[config.mk]
export PLATFORM = sky130hd
export DESIGN_NAME = transaction_sequencer
export DESIGN_NICKNAME = d
export VERILOG_FILES = /design/src/rtl/transaction_sequencer.sv
export SDC_FILE = /design/constraint.sdc
export NUM_CORES = 1
export LEC_CHECK = 0
export ABC_AREA = 1
export BUFFER_PORTS_ARGS = -buffer_cell sky130_fd_sc_hd__buf_2
export CAP_MARGIN = 20
export CORE_ASPECT_RATIO = 1.25
export CORE_MARGIN = 5
export CORE_UTILIZATION = 60
export CTS_CLUSTER_DIAMETER = 50
export DETAILED_ROUTE_END_ITERATION = 8
export GPL_TIMING_DRIVEN = 0
export PLACE_DENSITY_LB_ADDON = 0.3
export SYNTH_ARGS = -nofsm -noshare
export SYNTH_HDL_FRONTEND = slang
export SYNTH_SLANG_ARGS = --single-unit
[constraint.sdc]
create_clock -name clock -period 3.93 [get_ports clock]
set_clock_uncertainty 0.1 [all_clocks]
set_input_delay 0.393 -clock clock [delete_from_list [all_inputs] [get_ports clock]]
set_output_delay 0.393 -clock clock [all_outputs]
set_load 0.01 [all_outputs]
[src/rtl/transaction_sequencer.sv]
// transaction_sequencer: steps a transaction through NUM_STEPS travel/execute phase pairs, with a watchdog, abort and failure reporting
module transaction_sequencer #(
  parameter int NUM_STEPS   = 4,
  parameter int STEP_W      = 3,
  parameter int TIMEOUT_W   = 8,
  parameter int TIMEOUT_CYC = 200,
  parameter int CNT_W       = 16
) (
  input  logic              clock,
  input  logic              resetn,
  input  logic              start_transaction,
  input  logic              done_travel,
  input  logic              done_step,
  input  logic              step_fail,
  input  logic              abort,
  output logic [STEP_W-1:0] step,
  output logic [STEP_W-1:0] travel,
  output logic              busy,
  output logic              finished_transaction,
  output logic              failed,
  output logic [1:0]        fail_code,
  output logic [STEP_W-1:0] fail_step,
  output logic [CNT_W-1:0]  txn_count
);
  typedef enum logic [2:0] {S_IDLE, S_TRAVEL, S_EXEC, S_DONE, S_FAIL} state_t;
  localparam logic [STEP_W-1:0]    LAST_STEP = STEP_W'(NUM_STEPS);
  localparam logic [TIMEOUT_W-1:0] WD_LAST   = TIMEOUT_W'(TIMEOUT_CYC - 1);
  localparam bit                   WD_EN     = TIMEOUT_CYC != 0;
  state_t                r_state, w_next;
  logic [STEP_W-1:0]     r_idx, w_idx;
  logic [TIMEOUT_W-1:0]  r_wd;
  logic [1:0]            w_code;
  logic                  w_timeout, w_phase, w_accept;
  always_comb begin
    w_next    = r_state;
    w_idx     = r_idx;
    w_code    = 2'b00;
    w_timeout = WD_EN && (r_wd == WD_LAST);
    w_accept  = (r_state == S_IDLE) && start_transaction;
    case (r_state)
      S_IDLE: begin
        w_next = start_transaction ? S_TRAVEL : S_IDLE;
        w_idx  = start_transaction ? STEP_W'(1) : '0;
      end
      S_TRAVEL: begin
        w_next = (abort || (!done_travel && w_timeout)) ? S_FAIL : done_travel ? S_EXEC : S_TRAVEL;
        w_code = abort ? 2'b11 : 2'b10;
      end
      S_EXEC: begin
        w_code = abort ? 2'b11 : step_fail ? 2'b01 : 2'b10;
        if (abort || step_fail)
          w_next = S_FAIL;
        else if (done_step) begin
          w_next = (r_idx == LAST_STEP) ? S_DONE : S_TRAVEL;
          w_idx  = (r_idx == LAST_STEP) ? r_idx : r_idx + 1'b1;
        end else if (w_timeout)
          w_next = S_FAIL;
      end
      default: begin
        w_next = S_IDLE;
        w_idx  = '0;
      end
    endcase
    w_phase = (w_next == S_TRAVEL) || (w_next == S_EXEC);
  end
  // outputs are flopped from the next-state decode so they line up with r_state
  always_ff @(posedge clock or negedge resetn) begin
    if (!resetn) begin
      r_state              <= S_IDLE;
      r_idx                <= '0;
      r_wd                 <= '0;
      step                 <= '0;
      travel               <= '0;
      busy                 <= 1'b0;
      finished_transaction <= 1'b0;
      failed               <= 1'b0;
      fail_code            <= '0;
      fail_step            <= '0;
      txn_count            <= '0;
    end else begin
      r_state              <= w_next;
      r_idx                <= w_idx;
      r_wd                 <= (w_phase && w_next == r_state) ? r_wd + 1'b1 : '0;
      step                 <= w_phase ? w_idx : '0;
      travel               <= (w_next == S_TRAVEL) ? w_idx : '0;
      busy                 <= w_next != S_IDLE;
      finished_transaction <= w_next == S_DONE;
      failed               <= w_next == S_FAIL;
      if (w_accept) begin
        fail_code <= '0;
        fail_step <= '0;
      end else if (w_next == S_FAIL) begin
        fail_code <= w_code;
        fail_step <= r_idx;
      end
      if (w_next == S_DONE)
        txn_count <= txn_count + 1'b1;
    end
  end
endmodule

==> impl_metrics.json, run 1 <==
{
  "cts-resized-gates": 0,
  "synth_area_per_cell_um2": 8.64,
  "r2r_setup_slack_ps": 1980,
  "rsz_0062_raised_after_global_routing": "no",
  "synthesis.area_um2": 2280,
  "achievable-frequency_ghz": 0.514,
  "maximum_count_of_clock_buffers_along_a_single_path": 2,
  "power-per-cell-area_nw_per_um2": 423,
  "count_of_flip_flops_with_a_built_in_enable_after_synthesis": 0,
  "die_y_um": 79.0,
  "number_of_instances_in_the_synthesized_netlist": 264,
  "design.portCount": 37,
  "mappedNetlistNets": 275,
  "post_route_cells_drive_above_1_share_pct": 21.6,
  "num_antenna_cells": 0,
  "post_cts_buffers": 0,
  "crit_arrival_ps": 2030,
  "final-setup-viol-count": 0,
  "drt_first_pass_iters": 4,
  "gpl.final_weighted_congestion": 0.870,
  "finalSetupTns_ps": 0,
  "timing.final.hold_violations": 0,
  "top_cell_type_s_share_of_synthesized_area_pct": 48.2,
  "power.total_uw": 1090,
  "initial_utilization_pct": 61.3,
  "clock_insertion_delay_worst_skew_ps": 290,
  "synth.area.top_cells": "dfrtp_1 (48%), nand2_1 (11%), nor2_1 (5.3%)",
  "synth_most_common_cell": "nand2_1",
  "yosys.cell_types.count": 31,
  "timing.critical_path.to": "txn_count[14]",
  "clock_tree_from_tritoncts": "built",
  "area_growth_syn_to_layout_pct": 13.1,
  "half_perimeter_wire_length_of_the_detailed_placement_result_um": 3370,
  "clock_sinks": 44,
  "timing.hold.worst.class": "primary input to async pin",
  "dr_total_vias": 1842,
  "gr-total-overflow": 0,
  "layout_worst_path_cycle_share_pct": 49.5,
  "asyncSetResetFlopFracSynth_pct": 100,
  "route.detailed.vias_per_inst": 5.34,
  "worstSetupEndpointType": "flop",
  "vias_in_the_first_global_route": 1869,
  "highest_ir_drop_seen_on_vdd_mv": 0.258,
  "grt_antenna_before_repair": 0,
  "wire_length_of_the_first_global_routing_pass_um": 8240,
  "tightest_slew_ps": 959,
  "die-area_um2": 5140,
  "drt_first_iter_violations": 126,
  "ys_warn_count": 0,
  "max-cap-violations": 0,
  "port-buffer-count": 36,
  "cts_root_buffer": "clkbuf_8",
  "critPathLaunch": "txn_count[0]",
  "htree_num_levels": 2,
  "required_ps": 4010,
  "place_area_um2": 2510,
  "leakagePower_uw": 0.00134,
  "ys_ff_latch": 44,
  "final_routed_wire_length_divided_by_cell_count_um": 13.2,
  "cts_made_buffers": 5,
  "outcome": "completed",
  "period_minus_slack_ps": 1950,
  "chipWidth_um": 65.2,
  "synth_top_area_cell": "dfrtp_1",
  "timing_max_transition_violations_final": 0,
  "postLayoutCellArea_um2": 2580,
  "number_of_placement_rows": 25,
  "r2r_end": "txn_count[14]",
  "drcViolationCount": 0,
  "start_kind": "flop",
  "ys_dominant_reg_cell": "dfrtp_1",
  "critical_register_to_register_path_startpoint": "txn_count[0]",
  "cts-hold-fix-buffers": 0,
  "drt_wl_total_um": 4550,
  "postRouteAntennaNets": 0,
  "cts.clk_slew.worst_paths_ps": 70,
  "maximum_number_of_pins_on_one_net_before_global_route_repair": 45,
  "list_of_most_frequent_post_synthesis_cells": "nand2_1 (68), dfrtp_1 (44), nor2_1 (32), inv_1 (29), nand3_1 (17)",
  "worstRegToRegCells": 7,
  "design.core.area_um2": 3720,
  "grt.total_usage_pct": 20.7,
  "crit_path_max_fanout": 4,
  "timing.slew.headroom_pct": 36.1,
  "crit_type": "flop to flop",
  "synth_seq_area_share_pct": 48.2,
  "num-nets-final": 318
}
## registers in the layout, indices dropped and copies added (netlist names)
register              count
busy                      1
fail_code                 2
fail_step                 3
failed                    1
finished_transaction      1
r_idx                     3
r_state                   3
r_wd                      8
step                      3
travel                    3
txn_count                16
## area by class of cell
class / count / area [um^2]
repair buffers: 36 / 180
fillers: 304 / 1140
clock buffers: 5 / 68.8
well taps: 40 / 50.0
inverters: 31 / 121
plain buffers: 2 / 27.5
multi-input cells: 187 / 1030
flip-flops and latches: 44 / 1100
## layer usage
| metal | part of all wire (%) | wire length (um) | track usage (%) | vias up |
|---|---|---|---|---|
| met4 | 2.5 | 112 | 9.13 | 0 |
| li1 | - | - | - | 914 |
| met1 | 40 | 1820 | 22.3 | 866 |
| met3 | 4.9 | 222 | 5.37 | 10 |
| met5 | 0 | 0 | 0 | - |
| met2 | 53 | 2390 | 37.3 | 52 |
## stage by stage
stage / utilization (%) / hold slack, ps / setup WS [ps] / instances
5_1_grt: 69.3 / 229 / 1800 / 345
3_3_place_gp: 67.5 / 354 / 2010 / 340
2_1_floorplan: - / -2.59 / 2220 / 264
6_report: 69.3 / 148 / 1980 / 345
3_5_place_dp: 67.5 / 354 / 1980 / 340
4_1_cts: 69.3 / 181 / 1970 / 345
## kinds of logic (layout without fill, tap and decap cells)
kind of cell | after synthesis | count (layout) | synth area share (%)
DFF | 44 | 44 | 48.2
and+or+nand+nor | 146 | 146 | 31.5
buffers and inverters | 33 | 74 | 6.52
AOI/OAI and AO/OA | 21 | 21 | 5.37
xor gates and xnor gates | 16 | 16 | 6.14
adders and majority gates | 4 | 4 | 2.19
## worst min-delay path by stage
stage / from / end / slack (ps) / cells past startpoint
finish: resetn / fail_step[0] / 150 / 1
global route: resetn / fail_step[0] / 230 / 1
global placement: r_wd[0] / r_wd[0] / 350 / 1
floorplan: resetn / busy / -3 / 0
detailed placement: r_wd[0] / r_wd[0] / 350 / 1
CTS: resetn / fail_step[0] / 180 / 1
## report_power, final
part | switching (uW) | leakage [uW] | internal (uW) | total, uW
Combinational | 185 | 0.000702 | 104 | 289
Clock | 137 | 0.0000359 | 115 | 252
Sequential | 42.9 | 0.000599 | 509 | 552
## critical path: stages (launching register included)
cell     delay (ps)
dfrtp_1         400
ha_1            250
inv_1            90
nor3_1          490
nand4_1         200
xor2_1          190
nand2_1          60
o21ai_0          60
## cells in the final DEF, fill, tap and decap left out, types with 2 or more instances in the layout
cell type / n
nand2_2: 3
ha_1: 4
nand4_1: 3
o211ai_1: 2
o21ai_2: 2
nand2_1: 68
nand2_4: 3
nand3b_2: 2
nor2_2: 3
dfrtp_1: 44
nand3_1: 17
xor2_1: 8
nor3_1: 5
nand3_2: 4
a21oi_1: 3
clkbuf_8: 5
inv_1: 29
xnor2_1: 8
nor2_1: 32
buf_2: 36
o21ai_0: 12
Note: power is estimated with default switching activity, not from simulation.
==> run 2, diff against run 1 <==
Settings changed: CORE_UTILIZATION 60 to 50.
Clock period 3.93 ns to 1.76 ns, I/O delays scaled along.
==> run 2 against run 1 <==
  * Clock-buffer cell count is 2 higher
  * The flow now finishes with violations (negative setup slack)
  * Critical path depth is 3 higher
  * Core utilization is 1.1 points higher
  * Sequential share of layout area is 7.2 points lower
  * Fmax is 6.1% higher
  * Highest routed layer unchanged
==> impl_metrics.json, run 2 (same netlist as run 1, synthesis figures left out) <==
{
  "period_minus_slack_ps": 1830,
  "start_kind": "flop",
  "num_antenna_cells": 0,
  "r2r_setup_slack_ps": -70,
  "place_ws_ps": -191,
  "area_growth_syn_to_layout_pct": 36.5,
  "port-buffer-count": 36,
  "crit_arrival_ps": 1920,
  "maximum_number_of_pins_on_one_net_before_global_route_repair": 45,
  "timing.slew.headroom_pct": 66.2,
  "power_switching_share_pct": 35.5,
  "drt_first_pass_iters": 4,
  "share_clk_of_total_power_pct": 23.3,
  "net_switching_power_uw": 1050,
  "highest_ir_drop_seen_on_vdd_mv": 0.729,
  "reg.largest.list": "txn_count (16), r_wd (8)",
  "crit_type": "flop to flop",
  "cts_made_buffers": 5,
  "num-nets-final": 345,
  "numPlacedInstances": 358,
  "p_int_uw": 1900,
  "rsz_0062_raised_after_global_routing": "yes",
  "layout.cells.most_common_list": "nand2_1 (56), dfrtp_1 (41), buf_2 (36)",
  "fin_util_pct": 70.4,
  "number_of_flip_flops_in_the_largest_register": 16,
  "largest-register": "txn_count",
  "drcViolationCount": 0,
  "grt_antenna_before_repair": 0,
  "worstSetupEndpointType": "flop",
  "route.detailed.vias_per_inst": 5.15,
  "timing.final.hold_violations": 0,
  "achievable-frequency_ghz": 0.545,
  "clock_insertion_delay_worst_skew_ps": 290,
  "required_ps": 1850,
  "combinational_fraction_of_design_power_pct": 34.4,
  "die-area_um2": 6020,
  "timing.hold.worst.class": "primary input to flop",
  "final_routed_wire_length_divided_by_cell_count_um": 15.3,
  "vias_in_the_first_global_route": 1947,
  "postRouteAntennaNets": 0,
  "design.portCount": 37,
  "clock_tree_from_tritoncts": "built",
  "chipWidth_um": 70.4,
  "mostFrequentLayoutCell": "nand2_1",
  "max-cap-violations": 0,
  "power-per-cell-area_nw_per_um2": 945,
  "gpl.final_weighted_congestion": 0.865,
  "grt.total_usage_pct": 17.9,
  "number_of_placement_rows": 27,
  "cts.clk_slew.worst_paths_ps": 80,
  "worst_hold_path.num_cells": 4,
  "initial_utilization_pct": 51.6,
  "htree_num_levels": 2,
  "fillerInstances": 326,
  "timing_max_transition_violations_final": 0,
  "drt_wl_total_um": 5980,
  "critical_register_to_register_path_startpoint": "r_state[2]",
  "tightest_slew_ps": 507,
  "startpoint_of_the_lowest_slack_hold_path": "step_fail",
  "cts_root_buffer": "clkbuf_8",
  "layout_worst_path_cycle_share_pct": 104,
  "worstRegToRegCells": 10,
  "design.core.area_um2": 4430,
  "leakagePower_uw": 0.00154,
  "die_y_um": 85.5,
  "post_route_cells_drive_above_1_share_pct": 40.4,
  "r2r_end": "r_wd[0]",
  "dr_total_vias": 2018,
  "drt_first_iter_violations": 163,
  "crit_path_max_fanout": 8,
  "power.total_uw": 2940,
  "violations": "negative setup slack",
  "outcome": "finished with violations",
  "min_setup_slack_post_route_ps": -74.9,
  "gr-total-overflow": 0,
  "clock_sinks": 44,
  "instances_no_fill": 392,
  "timing.hold.worst_endpoint": "fail_code[1]",
  "power_frac_seq_pct": 42.3,
  "whs_ps": 150,
  "final-setup-viol-count": 23,
  "maximum_count_of_clock_buffers_along_a_single_path": 2,
  "wire_length_of_the_first_global_routing_pass_um": 8810,
  "half_perimeter_wire_length_of_the_detailed_placement_result_um": 3380
}
## run 2: worst max-delay path by stage
stage / from / endpoint / cells past startpoint
2_1_floorplan: txn_count[0] / txn_count[14] / 7
3_3_place_gp: txn_count[0] / txn_count[14] / 7
3_5_place_dp: txn_count[0] / txn_count[14] / 7
4_1_cts: r_idx[0] / txn_count[7] / 11
5_1_grt: r_idx[0] / txn_count[11] / 12
6_report: r_state[2] / r_wd[0] / 10
## run 2: through the flow
stage	setup TNS [ps]	area [um^2]
after floorplan	0	2280
after global placement	-1430	2530
after detailed placement	-1960	2530
after CTS	0	2770
after global routing	-3940	3120
final	-1120	3120
## run 2: cell type report
type	count	area [um^2]	share of cell area, %
flip-flops and latches	44	1100	35.5
repair buffers	63	444	14.3
clock buffers	7	96.3	3.09
well taps	58	72.6	2.33
plain buffers	2	35.0	1.12
multi-input cells	187	1230	39.6
inverters	31	129	4.14
## run 2: repair_timing
| item | in CTS | in global routing |
|---|---|---|
| resized for setup | 17 | 54 |
| setup endpoints to repair | 28 | 35 |
| gates cloned | 0 | 2 |
| hold buffers | 1 | 0 |
| setup buffers | 12 | 11 |
| hold endpoints to repair | 44 | 0 |
| pin swaps | 8 | 11 |
## run 2: power groups by stage
stage	clock network [uW]	logic (uW)	registers, uW
after floorplan	0	396	1290
final	685	1010	1250
after CTS	702	733	1230
after global routing	749	1090	1260
after global placement	0	642	1250
after detailed placement	0	655	1260
## run 2: critical path: stages (launching register included)
cell,delay (ps)
dfrtp_2,460
nor2_4,160
nand2_4,90
inv_2,120
nand2_1,150
nand3_4,170
inv_1,90
nand2_1,110
nand2_4,90
nand2_8,130
nor2_4,50
## run 2: routing by layer
metal | vias up | part of all wire (%) | global-route usage [%]
met5 | - | 0 | 0
met4 | 0 | 1.5 | 4.70
met3 | 10 | 3.4 | 3.52
met2 | 49 | 55 | 32.5
met1 | 986 | 40 | 21.5
li1 | 973 | - | -
